--- config.mk ---
export PLATFORM = sky130hd
export DESIGN_NAME = fetch_queue_unit
export DESIGN_NICKNAME = d
export VERILOG_FILES = /design/src/rtl/fetch_queue_unit.sv
export SDC_FILE = /design/constraint.sdc
export NUM_CORES = 1
export LEC_CHECK = 0
export BUFFER_PORTS_ARGS = -buffer_cell sky130_fd_sc_hd__buf_2
export CORE_MARGIN = 2
export CORE_UTILIZATION = 50
export CTS_BUF_LIST = sky130_fd_sc_hd__clkbuf_8
export DETAILED_ROUTE_END_ITERATION = 16
export GPL_TIMING_DRIVEN = 0
export PLACE_DENSITY_LB_ADDON = 0.25
export SLEW_MARGIN = 10
export SYNTH_ARGS = -nofsm -noshare
export SYNTH_HDL_FRONTEND = slang
export SYNTH_SLANG_ARGS = --single-unit
--- constraint.sdc ---
create_clock -name clk -period 3.85 [get_ports clk]
set_input_delay 0.77 -clock clk [delete_from_list [all_inputs] [get_ports clk]]
set_output_delay 0.77 -clock clk [all_outputs]
set_load 0.02 [all_outputs]
--- src/rtl/fetch_queue_unit.sv ---
// rtl/fetch_queue_unit.sv - sequential PC fetch with credit-gated imem reads and a DEPTH-entry return queue
module fetch_queue_unit #(
    parameter int               XLEN     = 32,
    parameter int               IADDR_W  = 10,
    parameter logic [XLEN-1:0]  RESET_PC = 32'h00000314,
    parameter int               DEPTH    = 4,
    localparam int              CW       = $clog2(DEPTH + 1),
    localparam int              PW       = $clog2(DEPTH)
) (
    input  logic               clk,
    input  logic               rst,
    output logic               imem_req,
    output logic [IADDR_W-1:0] imem_addr,
    input  logic [XLEN-1:0]    imem_data,
    input  logic               redirect,
    input  logic [XLEN-1:0]    redirect_target,
    output logic               out_valid,
    input  logic               out_ready,
    output logic [XLEN-1:0]    out_pc,
    output logic [XLEN-1:0]    out_instr,
    output logic [CW-1:0]      count
);

    logic [XLEN-1:0] pc;
    logic [XLEN-1:0] req_pc;
    logic            inflight;
    logic            kill;
    logic [XLEN-1:0] q_pc    [DEPTH];
    logic [XLEN-1:0] q_instr [DEPTH];
    logic [PW-1:0]   head;
    logic [PW-1:0]   tail;
    logic [CW-1:0]   count_q;
    logic            push;
    logic            pop;

    // Low target bits are forced to zero on redirect, so they are never consumed.
    logic unused_tgt_bits;
    assign unused_tgt_bits = ^redirect_target[1:0];

    // Credits: queued entries plus the outstanding read never exceed DEPTH.
    assign imem_req  = !rst && !redirect &&
                       ((CW+1)'(count_q) + (CW+1)'(inflight) < (CW+1)'(DEPTH));
    assign imem_addr = pc[IADDR_W-1:0];
    assign out_valid = (count_q != '0);
    assign out_pc    = out_valid ? q_pc[head]    : '0;
    assign out_instr = out_valid ? q_instr[head] : '0;
    assign count     = count_q;

    assign push = inflight && !kill && !redirect;
    assign pop  = out_valid && out_ready;

    always_ff @(posedge clk) begin
        if (rst) begin
            pc       <= RESET_PC;
            req_pc   <= '0;
            inflight <= 1'b0;
            kill     <= 1'b0;
            head     <= '0;
            tail     <= '0;
            count_q  <= '0;
        end else begin
            inflight <= imem_req;
            kill     <= redirect && imem_req;
            if (redirect) begin
                pc      <= {redirect_target[XLEN-1:2], 2'b00};
                head    <= '0;
                tail    <= '0;
                count_q <= '0;
            end else begin
                if (imem_req) begin
                    pc     <= pc + XLEN'(XLEN / 8);
                    req_pc <= pc;
                end
                if (push) begin
                    tail <= tail + 1'b1;
                end
                if (pop) begin
                    head <= head + 1'b1;
                end
                case ({push, pop})
                    2'b10:   count_q <= count_q + 1'b1;
                    2'b01:   count_q <= count_q - 1'b1;
                    default: count_q <= count_q;
                endcase
            end
        end
    end

    // Storage needs no reset: occupancy alone decides what is visible.
    always_ff @(posedge clk) begin
        if (!rst && push) begin
            q_pc[tail]    <= req_pc;
            q_instr[tail] <= imem_data;
        end
    end

endmodule

==> Yosys cells after proc, flatten, opt, wreduce, memory -nomap -nowiden <==
Memories as Yosys holds them, arrays and structs flattened. A register that Yosys moved wholly into a read port is not among the register bits.
Cells that the tools add are included.
{ "word_totals": {"out_inout_bits": 79, "register_bits": 73, "ram_bits": 256, "elab_cells": 46, "in_bits": 68, "mem_count": 2} }
{ "op_classes": {"magnitude_cmp": 1, "n_addsub": 6, "eq_ne": 2, "n_reduce_logical": 15, "bitwise_logic": 1, "muxes": 11} }
{ "mem_list": {"columns": ["memory", "words", "width", "rd", "rd_clocked_by_memory_dff", "wr", "line_no", "rtl"], "rows": [
  ["q_instr", 4, 32, 1, 1, 1, "29", "logic [XLEN-1:0] q_instr [DEPTH];"],
  ["q_pc", 4, 32, 1, 1, 1, "28", "logic [XLEN-1:0] q_pc [DEPTH];"]
]} }
{ "ops": {"columns": ["operator", "n"], "rows": [
  ["$mux 32", 4],
  ["$add 32x3->32 const B", 1],
  ["$mux 2", 4],
  ["$logic_and 1x1->1", 7],
  ["$pmux 3 s2", 1],
  ["$add 2x1->2 const B", 2],
  ["$add 3x1->4", 1],
  ["$lt 4x3->1 const B", 1],
  ["$reduce_bool 2->1", 2],
  ["$add 3x1->3 const B", 1],
  ["$logic_not 1->1", 3],
  ["$reduce_bool 3->1", 1],
  ["$sub 3x1->3 const B", 1],
  ["$eq 2x1->1 const B", 1],
  ["$eq 2x2->1 const B", 1],
  ["$mux 1", 2],
  ["$reduce_and 2->1", 1],
  ["$reduce_or 2->1", 1],
  ["$not 1->1", 1]
]} }

==> Depth between registers and ports, before layout <==
Gate-level depths: netlist of the first run.
{ "logic_depth": {"ltp_word": 6, "depth_mapped": 10, "depth_no_buf": 8} }

==> Worst setup path after synthesis of the first run <==
No wires, ideal clock.
{ "synth_timing": {"kind": "input to register", "start": "input port redirect", "end": "memory q_instr[0][0], enable pin", "arrival_ps": 2739, "setup_ps": 427, "path_slack_ps": 684, "t_required_ps": 3423, "path_buffers": 1, "path_stages": 3, "cell_sequence": "clkbuf_8 nor2_1 and3_1"} }
{ "synth_via": {"elab_chain_len": 5} }
{ "synth_lines": {"columns": ["element", "line_no", "rtl"], "rows": [
  ["start: declaration", "15", "input logic redirect,"],
  ["$logic_not 1->1", "49", "assign push = inflight && !kill && !redirect;"],
  ["$logic_and 1x1->1", "49", null],
  ["$logic_and 1x1->1", "91", "if (!rst && push) begin"],
  ["$mux 1", "91", null],
  ["$mux 1 (implied by the code)", "93", "q_instr[tail] <= imem_data;"],
  ["end: declaration", "29", null]
]} }
Every way passes these cells.

==> flow_summary.rst, run 1 <==
.. list-table::
   :header-rows: 1

   * - Metric
     - Value
   * - Run status
     - complete, no violations
   * - Clock latency on the worst-skew pair
     - 0.55 ns
   * - Post-route met1 wirelength
     - approximately 11000 um
   * - Count of input and output buffers
     - 139
   * - Hold Crit Class
     - input pin to register
   * - Count of inserted antenna diode cells
     - 0
   * - Worst Setup EP
     - out_pc[11]
   * - DRC Markers
     - 0
   * - 1st-iter DRT viols
     - 598
   * - Length in cells of the worst reg-to-reg path
     - 9
   * - Path length in cells of the critical path
     - 5
   * - Post-detailed-placement half-perimeter wirelength
     - 17600 um
   * - Average vias per placed instance
     - roughly 5.4
   * - Number of distinct standard cells referenced by the synthesized netlist
     - between 60 and 70
   * - Register area share after synthesis
     - 69.38%
   * - Synthesis warning total
     - 0
   * - Startpoint of the worst hold path
     - redirect_target[28]
   * - Critical Path End Type
     - primary output
   * - Total vias in the final route
     - 7449
   * - Pwr dens
     - between 400 and 500 mW/mm2
   * - Register Area
     - ~0.009 mm2
   * - Top_reg_cell synth
     - edfxtp_1
   * - Unrepaired setup endpoints after global routing
     - no
   * - Cell row count
     - 58
   * - Count of flip-flops with a built-in enable after synthesis
     - 248
   * - Maximum number of pins on one net before global-route repair
     - 52
   * - Clock sink count
     - 319
   * - Cells along the critical path
     - clkbuf_1 > buf_2 > mux4_2 > and2_1 > buf_2
   * - FF-to-FF End
     - count[2]
   * - Fraction of registers with async set/reset
     - 0%
   * - Total CTS buffers
     - 52
   * - Width of the chip
     - 163.9 um
   * - Antenna-violating nets left
     - 0
   * - Root cell of the clock tree
     - clkbuf_8
   * - Net count of the finished layout
     - 1095
   * - Die footprint
     - 0.02686 mm2
   * - Wire length of the first global-routing pass
     - a little over 40000 um
   * - TritonRoute pass-1 iters
     - 5
   * - Crit Path Max Fanout
     - 10
   * - Data required time at the worst endpoint
     - 3.08 ns
   * - Worst slack at placement
     - approximately 0.82 ns
   * - Leakage power
     - 5.350 nW
   * - VDD IR-drop max
     - 0.2361 mV
   * - Worst Setup Path Type
     - register to primary output
   * - Num ports
     - 147
   * - Total routing resource utilization after global routing
     - 20.04%
   * - Max transition margin
     - 53.21%
   * - CTS tree
     - done
   * - Buffers and inverters on the worst path
     - 3
   * - DRT Wirelength
     - 26480 um
   * - Starting utilization of the core area
     - 50.91%
   * - Post-cts hold buffer count
     - 0
   * - Arr. time, crit path
     - 2.68 ns
   * - Detailed-routed wire length on met3
     - 1648 um
   * - Met2 layer wire length in the routed design
     - between 10000 and 15000 um
   * - Measured slew at the worst slew-check pin
     - 0.7018 ns
   * - Final period demand of the worst path
     - 3.450 ns
   * - Uppermost signal routing layer after detailed routing
     - met5
   * - H-Tree Depth
     - 2
   * - Count of endpoints failing setup in the final report
     - 0
   * - Post-synthesis cell count
     - 819
   * - Final Max Tran Viols
     - 0
   * - Fmax
     - 289.9 MHz
   * - Kind of start point of the critical path
     - register
   * - Global route overflow
     - 0
   * - Vertical extent of the die
     - around 160 um
   * - Placeable core area
     - 0.02511 mm2
   * - Multi-input combinational cell area
     - 0.003578 mm2
   * - Post-synthesis sequential element count
     - 319
   * - Maximum Capacitance Violations
     - 0
   * - Final Util
     - 59.65%
   * - Worst path slowest cell
     - mux4_2
   * - Overall Power
     - 6.611 mW
   * - Count of fill cells added during filler insertion
     - 1983
   * - Number of antenna violations at the first check in global routing
     - 1
   * - P&R area growth vs syn
     - 17.17%
   * - Final Cycle Share
     - approximately nine tenths
   * - Share of cells above drive strength 1
     - 30.04%
   * - Routed wire length per instance
     - 19.02 um
   * - RR Startpoint
     - count[2]
   * - Mean instance size in the synthesized netlist
     - ~16 um2
   * - Number of instances resized during post-cts repair
     - 0
   * - Layout Skew
     - around 0.023 ns
   * - Number of global-route vias before repair
     - 7435
   * - Critical path's largest stage delay
     - 0.56 ns
   * - Syn Std Cell Area
     - 0.01278 mm2
   * - Cell class contributing the biggest share of worst-path delay
     - buffers and inverters
   * - Maximum buffer depth of the clock tree
     - 3
   * - Most common cell type on the critical path
     - buf_2
   * - Final setup slack of the worst path
     - ~0.4 ns
   * - Most common library cell in the layout ignoring fill and taps
     - edfxtp_1
   * - Reg2reg setup slack
     - 1.05 ns
   * - Global placer's final weighted congestion
     - approximately 0.84
   * - Register clock-pin slew on the reported worst setup and hold paths
     - 0.06 ns
   * - Post CTS Setup Buffer Count
     - 0
   * - Highest-count cells in the layout ignoring fill and taps
     - edfxtp_1, buf_2, nand2_1, dfxtp_1, and2_1
   * - Count of endpoints failing hold in the final timing report
     - 0
==> layer usage <==
| metal | global-route usage, % | up-vias |
|---|---|---|
| li1 | - | 3519 |
| met1 | 27.02 | 3684 |
| met2 | 33.69 | 213 |
| met3 | 4.141 | 31 |
| met4 | 4.904 | 2 |
| met5 | 0 | - |
==> how the worst min path moves through the flow <==
stage	end	slack [ns]	cells after the start
CTS	q_instr[2][7]	0.39	1
finish	pc[28]	0.43	2
global placement	req_pc[31]	0.47	2
detailed placement	req_pc[31]	0.48	2
floorplan	req_pc[31]	0.45	2
global route	q_instr[2][7]	0.40	1
==> where the power goes <==
| group | switching, mW | leakage, nW | internal [mW] |
|---|---|---|---|
| logic | 0.149 | 1.94 | 0.100 |
| clock network | 1.23 | 0.576 | 1.35 |
| registers | 0.0450 | 2.83 | 3.74 |
==> through the flow <==
| step | setup TNS (ns) | hold slack, ns | std cells | area (um2) |
|---|---|---|---|---|
| floorplan | 0 | 0.4528 | 823 | 12800 |
| global placement | -192.43 | 0.4739 | 1292 | 13910 |
| detailed placement | 0 | 0.4783 | 1296 | 14040 |
| CTS | 0 | 0.3920 | 1392 | 14980 |
| global route | 0 | 0.4006 | 1392 | 14980 |
| finish | 0 | 0.4321 | 1392 | 14980 |
==> kinds of logic (layout without fill, tap and decap cells) <==
family	Yosys count	after routing	share of synthesized area (%)
other	1	5	0.02934
AO/OA/AOI/OAI	101	101	4.777
flip-flops	319	319	69.38
buffers and inverters	73	312	2.897
XOR/XNOR	11	11	0.7538
AND/OR/NAND/NOR	242	242	10.24
adder cells (fa/ha/maj)	7	7	0.7439
multiplexers	65	65	11.18
==> state kept, by name, indices dropped and copies added, names as in the netlist, named ones only <==
signal / flops
q_instr: 128
q_pc: 120
pc: 30
req_pc: 30
count: 3
head: 2
tail: 2
inflight: 1
kill: 1
==> Yosys cell counts (2+ instances only) <==
library cell | number | area share (%)
a21oi_1 | 55 | 2.2
a22oi_1 | 4 | 0.23
a2bb2oi_1 | 2 | 0.14
a31oi_1 | 7 | 0.34
a32oi_1 | 2 | 0.14
and2_1 | 66 | 3.2
and3_1 | 11 | 0.54
and3_2 | 2 | 0.12
buf_1 | 2 | 0.059
buf_2 | 13 | 0.51
buf_4 | 12 | 0.70
buf_6 | 2 | 0.18
clkbuf_1 | 29 | 0.85
clkbuf_8 | 2 | 0.22
dfxtp_1 | 71 | 11
edfxtp_1 | 248 | 58
ha_1 | 6 | 0.59
inv_1 | 12 | 0.35
mux2_2 | 2 | 0.18
mux4_2 | 62 | 11
nand2_1 | 88 | 2.6
nand3_1 | 10 | 0.39
nand3b_1 | 3 | 0.18
nand4_1 | 9 | 0.44
nor2_1 | 17 | 0.50
nor2b_1 | 6 | 0.29
nor3_1 | 3 | 0.12
nor4_1 | 5 | 0.24
nor4_2 | 3 | 0.29
o211ai_1 | 3 | 0.18
o21ai_0 | 11 | 0.43
o221ai_1 | 2 | 0.14
o22ai_1 | 4 | 0.20
o311ai_0 | 3 | 0.21
or2_2 | 2 | 0.098
or3_1 | 6 | 0.29
xnor2_1 | 8 | 0.55
xor2_1 | 3 | 0.21
==> layout make-up <==
type / count / area share (%)
Multi-Input combinational cell: 431 / 23.89
Tap cell: 330 / 2.757
Inverter: 13 / 0.3258
Sequential cell: 319 / 59.21
Buffer: 60 / 2.147
Clock inverter: 39 / 1.044
Timing Repair Buffer: 143 / 5.380
Clock buffer: 57 / 5.238
(Power assumes the default switching activity.)
==> run 2, diff against run 1 <==
--- a/config.mk
+++ b/config.mk
@@ -6,8 +6,10 @@
 export NUM_CORES = 1
 export LEC_CHECK = 0
 export BUFFER_PORTS_ARGS = -buffer_cell sky130_fd_sc_hd__buf_2
+export CELL_PAD_IN_SITES_DETAIL_PLACEMENT = 0
+export CELL_PAD_IN_SITES_GLOBAL_PLACEMENT = 2
 export CORE_MARGIN = 2
-export CORE_UTILIZATION = 50
+export CORE_UTILIZATION = 44
 export CTS_BUF_LIST = sky130_fd_sc_hd__clkbuf_8
 export DETAILED_ROUTE_END_ITERATION = 16
 export GPL_TIMING_DRIVEN = 0
==> run 2 against run 1 <==
Net effect: combinational power grew 2%; clock skew grew 0.0029 ns; sequential power is essentially flat; die area grew 13%; maximum frequency shrank 2.2%; critical path depth is the same.
==> flow_summary.rst, run 2 (synthesis gave the netlist of run 1 again) <==
.. list-table::
   :header-rows: 1

   * - Metric
     - Value
   * - Routed wire length per instance
     - 18.96 um (-0.34%)
   * - Clock sink count
     - 319 (unchanged)
   * - Maximum buffer depth of the clock tree
     - 3 (unchanged)
   * - Arr. time, crit path
     - 2.76 ns (+0.08 ns)
   * - Count of inserted antenna diode cells
     - 0 (unchanged)
   * - Cells along the critical path
     - clkbuf_1 > buf_2 > mux4_2 > and2_1 > buf_2
   * - Cell row count
     - 62 (+6.9%)
   * - Number of antenna violations at the first check in global routing
     - 0 (-1)
   * - Largest registers
     - q_instr: 128 flops, q_pc: 120 flops
   * - Num ports
     - 147 (unchanged)
   * - Maximum Capacitance Violations
     - 0 (unchanged)
   * - Post-detailed-placement half-perimeter wirelength
     - 18310 um (+4.0%)
   * - Worst Setup Path Type
     - register to primary output
   * - Final Cycle Share
     - 91.57% (+2.0 points)
   * - Share of cells above drive strength 1
     - 30.89% (+0.85 points)
   * - Number of global-route vias before repair
     - 7487 (+0.70%)
   * - Critical path's largest stage delay
     - 0.58 ns (+0.02 ns)
   * - Root cell of the clock tree
     - clkbuf_8
   * - Global placer's final weighted congestion
     - 0.7901 (-5.7%)
   * - Antenna-violating nets left
     - 0 (unchanged)
   * - DRT Wirelength
     - 27420 um (+3.5%)
   * - Kind of start point of the critical path
     - register
   * - Max transition margin
     - 49.60% (-3.6 points)
   * - Count of endpoints failing setup in the final report
     - 0 (unchanged)
   * - Post-cts hold buffer count
     - 0 (unchanged)
   * - Maximum number of pins on one net before global-route repair
     - 52 (unchanged)
   * - Placeable core area
     - 0.02863 mm2 (+14%)
   * - Critical Path End Type
     - primary output
   * - Vertical extent of the die
     - 174.4 um (+6.4%)
   * - Width of the chip
     - 174.4 um (+6.4%)
   * - Run status
     - complete, no violations
   * - Crit Path Max Fanout
     - 10 (unchanged)
   * - Highest-count cells in the layout ignoring fill and taps
     - edfxtp_1, buf_2, nand2_1, dfxtp_1, and2_1
   * - Layout Skew
     - 0.02546 ns (+0.002939 ns)
   * - Wire length of the first global-routing pass
     - 42400 um (+3.7%)
   * - Die footprint
     - 0.03043 mm2 (+13%)
   * - Average vias per placed instance
     - 5.155 (-3.7%)
   * - Final Max Tran Viols
     - 0 (unchanged)
   * - Number of instances resized during post-cts repair
     - 0 (unchanged)
   * - Most common cell type on the critical path
     - buf_2
   * - VDD IR-drop max
     - 0.2175 mV (-7.9%)
   * - Register clock-pin slew on the reported worst setup and hold paths
     - 0.06 ns (about the same)
   * - Max FFs per register
     - 128 (unchanged)
   * - DRC Markers
     - 0 (unchanged)
   * - Count of endpoints failing hold in the final timing report
     - 0 (unchanged)
   * - Leakage power
     - 5.330 nW (-0.37%)
   * - CTS tree
     - done
   * - Buffers and inverters on the worst path
     - 3 (unchanged)
   * - Data required time at the worst endpoint
     - 3.08 ns (about the same)
   * - Overall Power
     - 6.648 mW (+0.56%)
   * - Total CTS buffers
     - 51 (-1.9%)
   * - Global route overflow
     - 0 (unchanged)
   * - Hold Crit Class
     - input pin to register
   * - Cell class contributing the biggest share of worst-path delay
     - buffers and inverters
   * - Pwr dens
     - 441.8 mW/mm2 (about the same)
   * - Hold Slack
     - 0.4191 ns (-0.01294 ns)
   * - TritonRoute pass-1 iters
     - 5 (unchanged)
   * - Register bank with the most flops
     - q_instr
   * - Starting utilization of the core area
     - 44.65% (-6.3 points)
   * - Most common library cell in the layout ignoring fill and taps
     - edfxtp_1
   * - Unrepaired setup endpoints after global routing
     - no
   * - Total vias in the final route
     - 7454 (+0.067%)
   * - H-Tree Depth
     - 2 (unchanged)
   * - P&R area growth vs syn
     - 17.72%
   * - Count of input and output buffers
     - 139 (unchanged)
   * - 1st-iter DRT viols
     - 477 (-20%)
   * - Net count of the finished layout
     - 1094 (-0.091%)
   * - Fmax
     - 283.7 MHz (-2.2%)
   * - Measured slew at the worst slew-check pin
     - 0.7561 ns (+0.05427 ns)
   * - Worst path slowest cell
     - mux4_2
   * - Clock latency on the worst-skew pair
     - 0.57 ns (+0.02 ns)
   * - Total routing resource utilization after global routing
     - 18.22% (-1.8 points)
   * - Post CTS Setup Buffer Count
     - 0 (unchanged)
   * - Final period demand of the worst path
     - 3.525 ns (+0.07590 ns)
run 2: cell count changes in the layout (fill, tap and decap cells not counted):
| cell | change |
|---|---|
| clkbuf_8 | -1 |
| clkinv_2 | +10 |
| inv_1 | -10 |
| clkinv_1 | +1 |
run 2: cell type report:
class	count	area (um2)
clock inverter	40	172.7
sequential	319	8869
inverter	13	48.80
clock buffer	56	770.7
buffer	60	321.6
tap	384	480.5
multi-input combinational	431	3578
timing repair buffer	143	805.8
fill	2451	13580
run 2: worst paths after layout:
| kind | startpoint | to | slack (ns) | cells after the start |
|---|---|---|---|---|
| worst max register to register | count[2] | count[2] | 1.12 | 9 |
| worst min-delay path | redirect_target[28] | pc[28] | 0.42 | 2 |
| worst min register to register | pc[31] | req_pc[31] | 0.48 | 2 |
| worst max-delay path | register | out_pc[21] | 0.32 | 5 |
run 2: metal layers:
metal  GRT usage (%)  wire (um)
met3           3.609       1381
met1           24.84      12000
met5               0          0
met4           6.127        732
met2           29.51      13310
run 2: power breakdown:
part | total [mW] | switching, mW | internal, mW
registers | 3.78 | 0.0455 | 3.74
clock network | 2.61 | 1.27 | 1.34
logic | 0.253 | 0.153 | 0.100
total | 6.65 | 1.47 | 5.18
run 2: through the flow:
step | util [%] | area, um2 | setup TNS, ns | cells | setup slack (ns)
global placement | 48.82 | 13970 | -217.23 | 1346 | -0.8919
detailed placement | 49.27 | 14100 | 0 | 1350 | 0.7352
CTS | 52.57 | 15050 | 0 | 1446 | 0.2240
global route | 52.57 | 15050 | 0 | 1446 | 0.1367
floorplan | - | 12800 | 0 | 823 | 0.6837
finish | 52.57 | 15050 | 0 | 1446 | 0.3246
==> run 3, diff against run 2 <==
--- a/config.mk
+++ b/config.mk
@@ -12,7 +12,6 @@
 export CORE_UTILIZATION = 44
 export CTS_BUF_LIST = sky130_fd_sc_hd__clkbuf_8
 export DETAILED_ROUTE_END_ITERATION = 16
-export GPL_TIMING_DRIVEN = 0
 export PLACE_DENSITY_LB_ADDON = 0.25
 export SLEW_MARGIN = 10
 export SYNTH_ARGS = -nofsm -noshare
==> run 3 against run 2 <==
Net effect: sequential power hardly changed; via count is 1.6% lower; highest routed layer unchanged; clock skew is 0.0088 ns lower; register-to-register slack better by 0.20 ns; first-iteration DRC count is 21% lower; setup slack better by 0.25 ns; largest cell class unchanged.
==> flow_summary.rst, run 3 (synthesis gave the netlist of run 1 again) <==
.. list-table::
   :header-rows: 1

   * - Metric
     - Value
   * - Fmax
     - 305.0 MHz (+7.5%)
   * - Switching Share
     - 21.81% (-0.27 points)
   * - Layout Skew
     - 0.01664 ns (-0.008815 ns)
   * - Net Sw Power
     - 1.460 mW (-0.59%)
   * - Global route overflow
     - 0 (unchanged)
   * - Total vias in the final route
     - 7332 (-1.6%)
   * - Count of input and output buffers
     - 140 (+0.72%)
   * - Maximum Capacitance Violations
     - 0 (unchanged)
   * - Final period demand of the worst path
     - 3.278 ns (-0.2473 ns)
   * - Placeable core area
     - 0.02863 mm2 (unchanged)
   * - Count of endpoints failing setup in the final report
     - 0 (unchanged)
   * - Total CTS buffers
     - 52 (+2.0%)
   * - Post-detailed-placement half-perimeter wirelength
     - 16660 um (-9.0%)
   * - Most common library cell in the layout ignoring fill and taps
     - edfxtp_1
   * - Worst Setup Path Type
     - register to primary output
   * - Routed wire length per instance
     - 19.11 um (+0.79%)
   * - Max transition margin
     - 43.89% (-5.7 points)
   * - Share of cells above drive strength 1
     - 30.94% (+0.058 points)
   * - Unrepaired setup endpoints after global routing
     - no
   * - Sequential group share of total power
     - 56.5% (-0.4 points)
   * - Largest registers
     - q_instr: 128 flops, q_pc: 120 flops
   * - Proportion of power drawn by combinational gates
     - 3.4% (-0.4 points)
   * - Starting utilization of the core area
     - 44.65% (unchanged)
   * - VDD IR-drop max
     - 0.2255 mV (+3.7%)
   * - Num ports
     - 147 (unchanged)
   * - Wire length of the first global-routing pass
     - 41260 um (-2.7%)
   * - Measured slew at the worst slew-check pin
     - 0.8386 ns (+0.08250 ns)
   * - Net count of the finished layout
     - 1052 (-3.8%)
   * - Worst hold path cell count
     - 1 (-1)
   * - Max FFs per register
     - 128 (unchanged)
   * - Die footprint
     - 0.03043 mm2 (unchanged)
   * - Register bank with the most flops
     - q_instr
   * - P_int
     - 5.231 mW (+1.0%)
   * - Multi-input combinational cell area
     - 0.003580 mm2 (about the same)
   * - P&R area growth vs syn
     - 16.43%
   * - Count of endpoints failing hold in the final timing report
     - 0 (unchanged)
   * - Average vias per placed instance
     - 5.230 (+1.5%)
   * - Data required time at the worst endpoint
     - 3.08 ns (about the same)
   * - Overall Power
     - 6.691 mW (+0.65%)
   * - Highest-count cells in the layout ignoring fill and taps
     - edfxtp_1, buf_2, nand2_1, dfxtp_1, and2_1
   * - Number of instances resized during post-cts repair
     - 0 (unchanged)
   * - Clock latency on the worst-skew pair
     - 0.57 ns (about the same)
   * - Width of the chip
     - 174.4 um (unchanged)
   * - Critical Path End Type
     - primary output
   * - Pwr dens
     - 449.6 mW/mm2 (+1.8%)
   * - Arr. time, crit path
     - 2.51 ns (-0.25 ns)
   * - Count of fill cells added during filler insertion
     - 2457 (+0.24%)
   * - DRT Wirelength
     - 26790 um (-2.3%)
   * - Clock sink count
     - 319 (unchanged)
   * - Antenna-violating nets left
     - 0 (unchanged)
   * - Number of antenna violations at the first check in global routing
     - 0 (unchanged)
   * - Run status
     - complete, no violations
   * - Length in cells of the worst reg-to-reg path
     - 8 (-1)
   * - Post-cts hold buffer count
     - 0 (unchanged)
   * - Total routing resource utilization after global routing
     - 17.60% (-0.62 points)
   * - Post CTS Setup Buffer Count
     - 0 (unchanged)
   * - TritonRoute pass-1 iters
     - 5 (unchanged)
   * - Crit Path Max Fanout
     - 40 (+30)
   * - Total Negative Setup Slacks
     - 0 ns (unchanged)
   * - 1st-iter DRT viols
     - 375 (-21%)
   * - Hold Slack
     - 0.4156 ns (-0.003504 ns)
   * - Clock power share
     - 40.1% (+0.8 points)
   * - Cell row count
     - 62 (unchanged)
   * - Leakage power
     - 5.236 nW (-1.8%)
   * - Final Cycle Share
     - 85.15% (-6.4 points)
   * - Hold Crit Class
     - input pin to register
   * - Register clock-pin slew on the reported worst setup and hold paths
     - 0.06 ns (about the same)
   * - Root cell of the clock tree
     - clkbuf_8
   * - Register Area
     - 0.008876 mm2 (about the same)
   * - Count of inserted antenna diode cells
     - 0 (unchanged)
   * - Number of global-route vias before repair
     - 7432 (-0.73%)
   * - Kind of start point of the critical path
     - register
   * - Maximum buffer depth of the clock tree
     - 3 (unchanged)
   * - Vertical extent of the die
     - 174.4 um (unchanged)
   * - Maximum number of pins on one net before global-route repair
     - 61 (+17%)
   * - H-Tree Depth
     - 2 (unchanged)
   * - DRC Markers
     - 0 (unchanged)
   * - CTS tree
     - done
   * - Final Util
     - 51.99% (-0.58 points)
   * - Final Max Tran Viols
     - 0 (unchanged)
   * - Global placer's final weighted congestion
     - 0.7377 (-6.6%)
==> run 3: area by class of cell <==
class	instances	share of cell area, %
clock inverters	39	1.345
inverters	13	0.3279
multi-input cells	431	24.05
well taps	384	3.229
flip-flops and latches	319	59.64
repair buffers	160	6.222
clock buffers	56	5.179
==> run 3: power groups by stage <==
stage / clock (mW) / combinational, mW / sequential [mW]
6_report: 2.68 / 0.228 / 3.78
5_1_grt: 2.92 / 0.253 / 3.78
4_1_cts: 2.77 / 0.232 / 3.78
3_5_place_dp: 0 / 0.231 / 3.85
3_3_place_gp: 0 / 0.227 / 3.85
2_1_floorplan: 0 / 0.145 / 3.84
==> run 3: final timing paths <==
check	startpoint	end	slack (ns)
setup reg to reg	count[2]	count[2]	1.32
setup / recovery	count[2]	out_pc[4]	0.57
hold / removal	imem_data[13]	q_instr[2][13]	0.42
hold reg to reg	pc[31]	req_pc[31]	0.47
==> run 3: through the flow <==
step | instances | area [um2] | setup WS (ns)
4_1_cts | 1402 | 14880 | 0.4876
5_1_grt | 1402 | 14880 | 0.4266
3_3_place_gp | 1307 | 13910 | 1.068
2_1_floorplan | 823 | 12800 | 0.6837
6_report | 1402 | 14880 | 0.5718
3_5_place_dp | 1307 | 13910 | 1.078
==> run 3: per-layer routing <==
metal	GRT usage, %	wire length, um	up-vias
met5	0	0	-
met2	29.99	13280	186
li1	-	-	3429
met3	3.040	1145	42
met1	23.27	11830	3675
met4	5.147	540	0
==> run 3: critical path, stage by stage (launching register included) <==
cell and delay (ns):
dfxtp_1 0.37, or3_2 0.78, buf_4 0.37, and2_1 0.22, buf_2 0.16
